===== src/rtl/alu_dispatch_if.sv =====
// alu_dispatch_if: request and response channels of alu_dispatch (master = decode/writeback side, slave = alu_dispatch); rsp_zero only with ALU_DISPATCH_ZERO_FLAG_EN
interface alu_dispatch_if #(
  parameter int DATA_W = 16,
  parameter int TAG_W = 3
);
  logic req_valid;
  logic req_ready;
  logic [2:0] req_op;
  logic [DATA_W-1:0] req_a;
  logic [DATA_W-1:0] req_b;
  logic [TAG_W-1:0] req_dst;
  logic rsp_valid;
  logic rsp_ready;
  logic [DATA_W-1:0] rsp_result;
  logic [TAG_W-1:0] rsp_dst;
  logic rsp_err;
`ifdef ALU_DISPATCH_ZERO_FLAG_EN
  logic rsp_zero;
`endif
  modport master (
    output req_valid, req_op, req_a, req_b, req_dst, rsp_ready,
    input req_ready, rsp_valid, rsp_result, rsp_dst, rsp_err
`ifdef ALU_DISPATCH_ZERO_FLAG_EN
    , rsp_zero
`endif
  );
  modport slave (
    input req_valid, req_op, req_a, req_b, req_dst, rsp_ready,
    output req_ready, rsp_valid, rsp_result, rsp_dst, rsp_err
`ifdef ALU_DISPATCH_ZERO_FLAG_EN
    , rsp_zero
`endif
  );
endinterface


===== src/rtl/alu_dispatch.sv =====
// alu_dispatch: FIFO-buffered request initiator for the 16-bit combinational ALU. Ports: clk, rst_n (sync active-low), bus (alu_dispatch_if.slave: req/rsp channels), alu_op/alu_a/alu_b (registered ALU inputs), alu_result (ALU output). Macro ALU_DISPATCH_ZERO_FLAG_EN adds rsp_zero.
module alu_dispatch #(
  parameter int DATA_W = 16,
  parameter int TAG_W = 3,
  parameter int DEPTH = 4
) (
  input  logic clk,
  input  logic rst_n,
  alu_dispatch_if.slave bus,
  output logic [2:0] alu_op,
  output logic [DATA_W-1:0] alu_a,
  output logic [DATA_W-1:0] alu_b,
  input  logic [DATA_W-1:0] alu_result
);
  localparam int AW = $clog2(DEPTH);
  typedef enum logic [1:0] {IDLE, ISSUE, RESP} state_t;
  state_t state_q, state_d;
  logic [2:0] mem_op [DEPTH];
  logic [DATA_W-1:0] mem_a [DEPTH];
  logic [DATA_W-1:0] mem_b [DEPTH];
  logic [TAG_W-1:0] mem_dst [DEPTH];
  logic [AW-1:0] wr_ptr, rd_ptr;
  logic [AW:0] count;
  logic push, pop, pop_legal;
  // ready comes from the registered count only, so a same-cycle pop never frees a slot early
  assign bus.req_ready = rst_n && (count < (AW+1)'(DEPTH));
  assign push = bus.req_valid && bus.req_ready;
  assign bus.rsp_valid = state_q == RESP;
  assign pop_legal = pop && mem_op[rd_ptr] != 3'b111;
  always_comb begin
    state_d = state_q;
    pop = 1'b0;
    if (state_q == ISSUE) state_d = RESP;
    else if (state_q == IDLE || bus.rsp_ready) begin
      pop = count != '0;
      state_d = !pop ? IDLE : (mem_op[rd_ptr] == 3'b111 ? RESP : ISSUE);
    end
  end
  always_ff @(posedge clk) begin
    if (!rst_n) begin
      state_q <= IDLE;
      wr_ptr <= '0;
      rd_ptr <= '0;
      count <= '0;
    end else begin
      state_q <= state_d;
      wr_ptr <= wr_ptr + AW'(push);
      rd_ptr <= rd_ptr + AW'(pop);
      count <= count + (AW+1)'(push) - (AW+1)'(pop);
    end
  end
  always_ff @(posedge clk) begin
    if (push) begin
      mem_op[wr_ptr] <= bus.req_op;
      mem_a[wr_ptr] <= bus.req_a;
      mem_b[wr_ptr] <= bus.req_b;
      mem_dst[wr_ptr] <= bus.req_dst;
    end
  end
  // an illegal pop completes immediately with result 0 and err set, leaving the ALU inputs untouched
  always_ff @(posedge clk) begin
    if (!rst_n) begin
      alu_op <= '0;
      alu_a <= '0;
      alu_b <= '0;
      bus.rsp_result <= '0;
      bus.rsp_dst <= '0;
      bus.rsp_err <= 1'b0;
`ifdef ALU_DISPATCH_ZERO_FLAG_EN
      bus.rsp_zero <= 1'b0;
`endif
    end else begin
      if (pop_legal) begin
        alu_op <= mem_op[rd_ptr];
        alu_a <= mem_a[rd_ptr];
        alu_b <= mem_b[rd_ptr];
      end
      if (pop) begin
        bus.rsp_dst <= mem_dst[rd_ptr];
        bus.rsp_result <= '0;
        bus.rsp_err <= !pop_legal;
`ifdef ALU_DISPATCH_ZERO_FLAG_EN
        bus.rsp_zero <= 1'b0;
`endif
      end
      if (state_q == ISSUE) begin
        bus.rsp_result <= alu_result;
        bus.rsp_err <= 1'b0;
`ifdef ALU_DISPATCH_ZERO_FLAG_EN
        bus.rsp_zero <= alu_result == '0;
`endif
      end
    end
  end
endmodule


===== src/flat_wrapper.sv =====
// flat-port wrapper written by rule: the top's interface ports become plain ports
module alu_dispatch_flat 
#(
  parameter int DATA_W = 16,
  parameter int TAG_W = 3,
  parameter int DEPTH = 4
)
  (clk, rst_n, alu_op, alu_a, alu_b, alu_result, bus_req_valid, bus_req_op, bus_req_a, bus_req_b, bus_req_dst, bus_rsp_ready, bus_req_ready, bus_rsp_valid, bus_rsp_result, bus_rsp_dst, bus_rsp_err);
  alu_dispatch_if #(.DATA_W(DATA_W), .TAG_W(TAG_W)) bus_i ();
  input  logic clk;
  input  logic rst_n;
  output logic [2:0] alu_op;
  output logic [DATA_W-1:0] alu_a;
  output logic [DATA_W-1:0] alu_b;
  input  logic [DATA_W-1:0] alu_result;
  input wire logic [$bits(bus_i.req_valid)-1:0] bus_req_valid;
  input wire logic [$bits(bus_i.req_op)-1:0] bus_req_op;
  input wire logic [$bits(bus_i.req_a)-1:0] bus_req_a;
  input wire logic [$bits(bus_i.req_b)-1:0] bus_req_b;
  input wire logic [$bits(bus_i.req_dst)-1:0] bus_req_dst;
  input wire logic [$bits(bus_i.rsp_ready)-1:0] bus_rsp_ready;
  output wire logic [$bits(bus_i.req_ready)-1:0] bus_req_ready;
  output wire logic [$bits(bus_i.rsp_valid)-1:0] bus_rsp_valid;
  output wire logic [$bits(bus_i.rsp_result)-1:0] bus_rsp_result;
  output wire logic [$bits(bus_i.rsp_dst)-1:0] bus_rsp_dst;
  output wire logic [$bits(bus_i.rsp_err)-1:0] bus_rsp_err;
  assign bus_i.req_valid = bus_req_valid;
  assign bus_i.req_op = bus_req_op;
  assign bus_i.req_a = bus_req_a;
  assign bus_i.req_b = bus_req_b;
  assign bus_i.req_dst = bus_req_dst;
  assign bus_i.rsp_ready = bus_rsp_ready;
  assign bus_req_ready = bus_i.req_ready;
  assign bus_rsp_valid = bus_i.rsp_valid;
  assign bus_rsp_result = bus_i.rsp_result;
  assign bus_rsp_dst = bus_i.rsp_dst;
  assign bus_rsp_err = bus_i.rsp_err;
  alu_dispatch #(.DATA_W(DATA_W), .TAG_W(TAG_W), .DEPTH(DEPTH)) u_core (.clk(clk), .rst_n(rst_n), .bus(bus_i), .alu_op(alu_op), .alu_a(alu_a), .alu_b(alu_b), .alu_result(alu_result));
endmodule

===== config.mk =====
export PLATFORM = sky130hd
export DESIGN_NAME = alu_dispatch_flat
export DESIGN_NICKNAME = d
export VERILOG_FILES = /design/src/rtl/alu_dispatch_if.sv /design/src/rtl/alu_dispatch.sv /design/src/flat_wrapper.sv
export SDC_FILE = /design/constraint.sdc
export NUM_CORES = 1
export LEC_CHECK = 0
export ABC_CLOCK_PERIOD_IN_PS = 7600
export BUFFER_PORTS_ARGS = -buffer_cell sky130_fd_sc_hd__buf_2
export CAP_MARGIN = 10
export CELL_PAD_IN_SITES_DETAIL_PLACEMENT = 0
export CELL_PAD_IN_SITES_GLOBAL_PLACEMENT = 1
export CORE_MARGIN = 1
export CORE_UTILIZATION = 30
export CTS_BUF_LIST = sky130_fd_sc_hd__clkbuf_8
export CTS_CLUSTER_DIAMETER = 80
export DETAILED_ROUTE_END_ITERATION = 10
export GPL_TIMING_DRIVEN = 0
export HOLD_SLACK_MARGIN = 0.06
export PLACE_DENSITY = 0.62
export RECOVER_POWER = 100
export SLEW_MARGIN = 10
export SYNTH_ARGS = -nofsm -noshare
export SYNTH_HDL_FRONTEND = slang
export SYNTH_SLANG_ARGS = --single-unit

===== constraint.sdc =====
create_clock -name clk -period 7.6 [get_ports clk]
set_clock_uncertainty 0.15 [all_clocks]
set_input_delay 1.9 -clock clk [delete_from_list [all_inputs] [get_ports clk]]
set_output_delay 1.9 -clock clk [all_outputs]
set_load 0.05 [all_outputs]

# --- Yosys cells after proc, flatten, opt, wreduce, memory -nomap -nowiden ---
# Memories as Yosys holds them, arrays and structs flattened. A register that Yosys moved wholly into a read port is not among the register bits.
# Index checks and enable logic that the tools add are counted.
op_classes:
  n_addsub: 4
  order_cmp: 1
  eq_ne: 4
  mux: 11
  n_bitwise: 1
  reduce_logical: 13
op_table:
  columns: ["op", "count"]
  rows:
  - ["$mux W16", 2]
  - ["$mux W2", 5]
  - ["$add A2 B1 Y2", 2]
  - ["$logic_not A1 Y1", 4]
  - ["$mux W1", 4]
  - ["$reduce_bool A2 Y1", 2]
  - ["$add A3 B1 Y3", 1]
  - ["$eq A3 B3 Y1 const B", 1]
  - ["$logic_and A1 B1 Y1", 3]
  - ["$lt A3 B3 Y1 const B", 1]
  - ["$ne A3 B3 Y1 const B", 1]
  - ["$reduce_bool A3 Y1", 1]
  - ["$sub A3 B1 Y3", 1]
  - ["$eq A2 B1 Y1 const B", 1]
  - ["$eq A2 B2 Y1 const B", 1]
  - ["$logic_not A2 Y1", 1]
  - ["$reduce_or A2 Y1", 1]
  - ["$logic_or A1 B1 Y1", 1]
  - ["$not A1 Y1", 1]
word_totals:
  regBits: 29
  ramBits: 152
  input_bits: 58
  n_memories: 4
mem_list:
  columns: ["memory", "depth", "word_bits", "rd", "rd_ports_with_merged_regs", "wr", "line", "text"]
  rows:
  - ["u_core.mem_a", 4, 16, 1, 1, 1, "alu_dispatch.sv:19", "logic [DATA_W-1:0] mem_a [DEPTH];"]
  - ["u_core.mem_b", 4, 16, 1, 1, 1, "alu_dispatch.sv:20", "logic [DATA_W-1:0] mem_b [DEPTH];"]
  - ["u_core.mem_dst", 4, 3, 1, 1, 1, "alu_dispatch.sv:21", "logic [TAG_W-1:0] mem_dst [DEPTH];"]
  - ["u_core.mem_op", 4, 3, 1, 1, 1, "alu_dispatch.sv:18", "logic [2:0] mem_op [DEPTH];"]

# --- Depth between registers and ports, before layout ---
logic_depth:
  depth_word: 6
  depth_mapped: 13
  depth_no_buf: 11

# --- Worst setup path before layout ---
# OpenSTA, ideal clock, no wires.
synth_timing:
  path_kind: "in2reg"
  start: "input port rst_n"
  end: "memory u_core.mem_a[1][0], enable pin"
  t_arrival_ns: 6.003
  t_required_ns: 6.961
  slack_ns: 0.958
  cell_stages: 4
  path_buffers: 1
  cell_sequence: "clkbuf_1 -> nor2b_1 -> nand2_1 -> nor3b_1"
synth_between:
  elab_chain_len: 4
synth_lines:
  columns: ["element", "line", "text"]
  rows:
  - ["from (decl)", "flat_wrapper.sv:11", "input logic rst_n;"]
  - ["$logic_and A1 B1 Y1", "alu_dispatch.sv:26", "assign bus.req_ready = rst_n && (count < (AW+1)'(DEPTH));"]
  - ["net bus_req_ready", "flat_wrapper.sv:22", "output wire logic [$bits(bus_i.req_ready)-1:0] bus_req_ready;"]
  - ["$logic_and A1 B1 Y1", "alu_dispatch.sv:27", "assign push = bus.req_valid && bus.req_ready;"]
  - ["$mux W1", "alu_dispatch.sv:53", "if (push) begin"]
  - ["$mux W1 (implied by the code)", "alu_dispatch.sv:55", "mem_a[wr_ptr] <= bus.req_a;"]
  - ["to (decl)", "alu_dispatch.sv:19", null]
# The timed path passes the listed nets, and every way through them passes these cells.

# --- Worst setup path in the final report ---
layout_timing:
  start: "input port rst_n"
  end: "memory u_core.mem_b[2][15], enable pin"
layout_between:
  elab_chain_len: 4
layout_lines:
  columns: ["element", "line", "text"]
  rows:
  - ["$logic_and A1 B1 Y1", "alu_dispatch.sv:26", null]
  - ["$logic_and A1 B1 Y1", "alu_dispatch.sv:27", null]
  - ["$mux W1", "alu_dispatch.sv:53", null]
  - ["$mux W1 (implied by the code)", "alu_dispatch.sv:56", "mem_b[wr_ptr] <= bus.req_b;"]
  - ["to (decl)", "alu_dispatch.sv:20", null]
# Every way passes these cells.

==> results.rst <==
.. list-table::
   :header-rows: 1

   * - Metric
     - Value
   * - Outcome
     - finished with violations
   * - Violated checks
     - design-rule violations, max-capacitance violations, max-slew violations
   * - RePlAce Congestion
     - just under 0.7
   * - Average wire per standard cell
     - 18.5 um
   * - Number of antenna violations at the first check in global routing
     - 1
   * - CTS Buffer Depth
     - 3
   * - Area leader, netlist
     - edfxtp_1
   * - Leakage power of the design
     - roughly 3.2 nW
   * - ANT nets after route
     - 0
   * - Syn_area_per_cell
     - 17.2 um2
   * - Portion of the post-synthesis area used by sequential elements
     - 72.0%
   * - Clock Latency Late Sink
     - around 0.51 ns
   * - Cell count after synthesis
     - about 470
   * - Fin. Hold Viols
     - 0
   * - Min-delay src
     - u_core.alu_a[6]
   * - Area share of the largest cell type after synthesis
     - between 50% and 60%
   * - Non-filler cells, final
     - between 1,000 and 1,500
   * - Share of synthesized registers carrying an async set or reset
     - 0%
   * - Top-Level Pins
     - 115
   * - Height of the die
     - between 150 and 200 um
   * - Post-synth cell types
     - 39
   * - Tot GR Track Use
     - between 10% and 20%
   * - Via-to-Cell Ratio
     - around 4.7
   * - Residual overflow from global routing
     - 0
   * - CTS-repair resized insts
     - 0
   * - Final hold slack
     - ~0.31 ns
   * - CTS HTree Levels
     - 2
   * - Number of endpoints failing setup at the final stage
     - 0
   * - Family with the most delay on the worst path
     - buffers and inverters
   * - R2R cell count
     - 13
   * - Hold Path Class
     - reg -> reg
   * - Setup repair bufs after CTS
     - 0
   * - Vias post-DR
     - approximately 4,700
   * - CTS clock-pin slew for the worst setup and hold paths
     - ~0.050 ns
   * - Clock root buffer master
     - clkbuf_8
   * - Width of the die
     - about 170 um
   * - Share of the synthesized area in compound gates (AO/OA/AOI/OAI)
     - under 10%
   * - TritonCTS Buffers
     - 38
   * - Ordered list of cells on the worst path
     - clkbuf_1, nor2b_1, nand2_1, inv_1, nand2_1, nor2_1, clkbuf_1
   * - Most common flop cell mapped by yosys
     - edfxtp_1
   * - Final HPWL from detailed placement
     - 12,600 um
   * - Number of iterations in the first detailed-routing pass
     - 7
   * - Cell types occupying the most area after synthesis
     - edfxtp_1 56%, dfxtp_1 16%, mux4_2 9.4%
   * - Total of hold buffers inserted after clock tree synthesis
     - 0
   * - Cell type of the slowest stage on the worst timing path
     - clkbuf_1
   * - Area growth syn-to-layout
     - 18.7%
   * - Fill cell instance count of the final layout
     - around 2,600
   * - Max transition margin
     - -2.69%
   * - Power density relative to cell area
     - between 300 and 400 nW/um2
   * - Maxcap violations
     - 2
   * - Unrepaired setup endpoints after global routing
     - false
   * - Critical Setup Path Class
     - in -> reg
   * - Number of buffers and inverters on the critical path
     - 3
   * - Fin crit period
     - roughly 5.3 ns
   * - Number of DRC violations after detailed routing
     - 14
   * - Cell depth of the worst hold path
     - 2
   * - Syn nets
     - approximately 540
   * - Count of flip-flops with a built-in enable after synthesis
     - between 150 and 200
   * - Max-slew violations
     - 41
   * - Floorplan row count
     - about 60
   * - Final period utilization
     - between 70% and 80%
   * - Worst R2R Start
     - u_core.count[1]
   * - Post-Synthesis Cell Area
     - a little over 8000 um2
   * - Capture instance of the worst register-to-register path
     - u_core.count[2]
   * - Fraction of synthesized cell area in xor and xnor cells
     - less than 1%
   * - Critical Path Source Type
     - input pin
   * - Violation count after the first detailed-routing iteration
     - 236
   * - Yosys warning count
     - 0
   * - Highest Clock Rate
     - approximately 190 MHz
   * - Slew of the pin with the lowest slew margin
     - ~1.5 ns
   * - Share of synthesized area spent on multiplexers
     - about 11%
   * - Placed insts
     - ~930
   * - Net total in the final layout
     - 699
   * - Internal reg-to-reg setup slack
     - 3.80 ns
   * - PnR worst setup slack
     - 2.27 ns
   * - Setup total negative slack
     - 0 ns
   * - Total Routed Length
     - about 19,000 um
   * - Layout cells sized above 1
     - approximately 18%
   * - Maximum single-stage delay on the critical path
     - 1.18 ns
   * - Die outline area
     - roughly 28,000 um2
   * - Crit path capture type
     - flip-flop
   * - Data arrival time of the critical path
     - between 5 and 6 ns
   * - TritonCTS clock tree
     - yes
   * - Synth Area in Adders
     - less than 1%
   * - Post-Synth Simple-Gate Area
     - under 10%
   * - Vias in the first global route
     - 5,094
   * - Total core area
     - about 26,000 um2
   * - Global-route wire length before repair
     - between 20,000 and 30,000 um
   * - Number of port buffers
     - between 100 and 150
   * - Post-Place Worst Slack
     - ~2.6 ns
   * - Peak ir drop on the vdd network
     - 137 uV
   * - Starting density of the core
     - a little under a third
   * - CTS sink count
     - 216
   * - Data required, critical path
     - 7.56 ns
   * - Maximum number of pins on one net before global-route repair
     - 24
   * - Top fanout value on the critical path
     - 23
   * - Largest family of logic cells by synthesized area
     - multiplexers
   * - Hold-critical path endpoint
     - u_core.alu_a[6]
   * - Synth Register Bits
     - roughly 220
Yosys cell counts, types with 2 or more instances:
cell,number
edfxtp_1,152
dfxtp_1,64
mux4_2,34
nand2_1,34
nand4_1,32
o21ai_2,30
nor2_1,26
a22oi_1,16
clkbuf_1,14
buf_2,11
inv_1,8
buf_12,4
ha_1,4
mux4_1,4
nor2b_1,4
and2_1,3
mux2i_1,3
o221a_1,3
xnor2_1,3
buf_1,2
nor3_1,2
o21ai_1,2
metrics by stage:
| stage | area [um2] | power, W | util (%) |
|---|---|---|---|
| detailed placement | 9240 | 0.00302 | 35.2 |
| CTS | 9970 | 0.00403 | 37.9 |
| global placement | 9110 | 0.00299 | 34.7 |
| finish | 9640 | 0.00385 | 36.7 |
| global route | 9640 | 0.00406 | 36.7 |
| floorplan | 8120 | 0.00264 | - |
layout by cell type, fill, tap and decap left out, drive strengths merged, types with 4 or more instances in the layout:
| master | instances |
|---|---|
| clkbuf | 171 |
| edfxtp | 152 |
| dfxtp | 64 |
| mux4 | 38 |
| nand2 | 34 |
| nand4 | 32 |
| o21ai | 32 |
| buf | 31 |
| nor2 | 26 |
| inv | 22 |
| a22oi | 16 |
| clkinv | 10 |
| nor2b | 4 |
| ha | 4 |
| and2 | 4 |
worst register-to-register path: cells and delay by family, from the launching register on:
kind                       cells  cell delay (ns)
xor gates and xnor gates       2             0.32
adders and majority gates      3             0.85
buffers and inverters          5             1.35
DFF                            1             0.42
and+or+nand+nor                3             0.58
report_power, final:
| group | switching, W | internal, W |
|---|---|---|
| Clock | 0.000442 | 0.000545 |
| Combinational | 0.000924 | 0.000412 |
| Sequential | 0.0000954 | 0.00143 |
routing by layer:
| layer | global-route usage, % | vias to the layer above | share of wire (%) |
|---|---|---|---|
| li1 | - | 2183 | - |
| met1 | 15.9 | 2369 | 41 |
| met2 | 24.0 | 127 | 52 |
| met3 | 3.66 | 34 | 5.8 |
| met4 | 4.67 | 0 | 2.0 |
| met5 | 0 | - | 0 |
cell families (layout without fill, tap and decap cells):
kind of cell    count (synthesis)  in the layout
flops                         216            216
simple gates                  107            107
compound gates                 57             57
mux                            42             42
buf+inv                        41            234
fa+ha+maj                       5              5
xor+xnor                        4              4
other cells                     0              1
cell type report:
cell class                 count  area (um2)  share of cell area, %
sequential                   216        5850                   60.6
multi-input combinational    215        1930                   20.0
clock buffer                  46         633                   6.57
timing repair buffer         124         487                   5.05
tap                          335         419                   4.35
buffer                        32         201                   2.09
clock inverter                23        88.8                  0.921
inverter                       9        33.8                  0.350
antenna                        1        2.50                 0.0260
worst max path at each step:
| stage | from | end | slack [ns] | depth (start not counted) |
|---|---|---|---|---|
| floorplan | rst_n | u_core.mem_a[1][0] | 0.96 | 4 |
| global placement | rst_n | u_core.mem_a[1][15] | -1.28 | 4 |
| detailed placement | rst_n | bus_req_ready | 2.55 | 3 |
| CTS | rst_n | bus_req_ready | 2.55 | 3 |
| global route | rst_n | u_core.mem_b[2][12] | 1.86 | 7 |
| finish | rst_n | u_core.mem_b[2][15] | 2.27 | 7 |
registers in the layout (all words and copies together) (netlist names):
signal	count
u_core.mem_a	64
u_core.alu_op	3
u_core.bus.rsp_dst	3
u_core.bus.rsp_err	1
u_core.mem_dst	12
u_core.rd_ptr	2
u_core.alu_a	16
u_core.mem_op	12
u_core.wr_ptr	2
u_core.bus.rsp_result	16
u_core.mem_b	64
u_core.state_q	2
u_core.count	3
u_core.alu_b	16
Power figures use the tool's default switching activity.
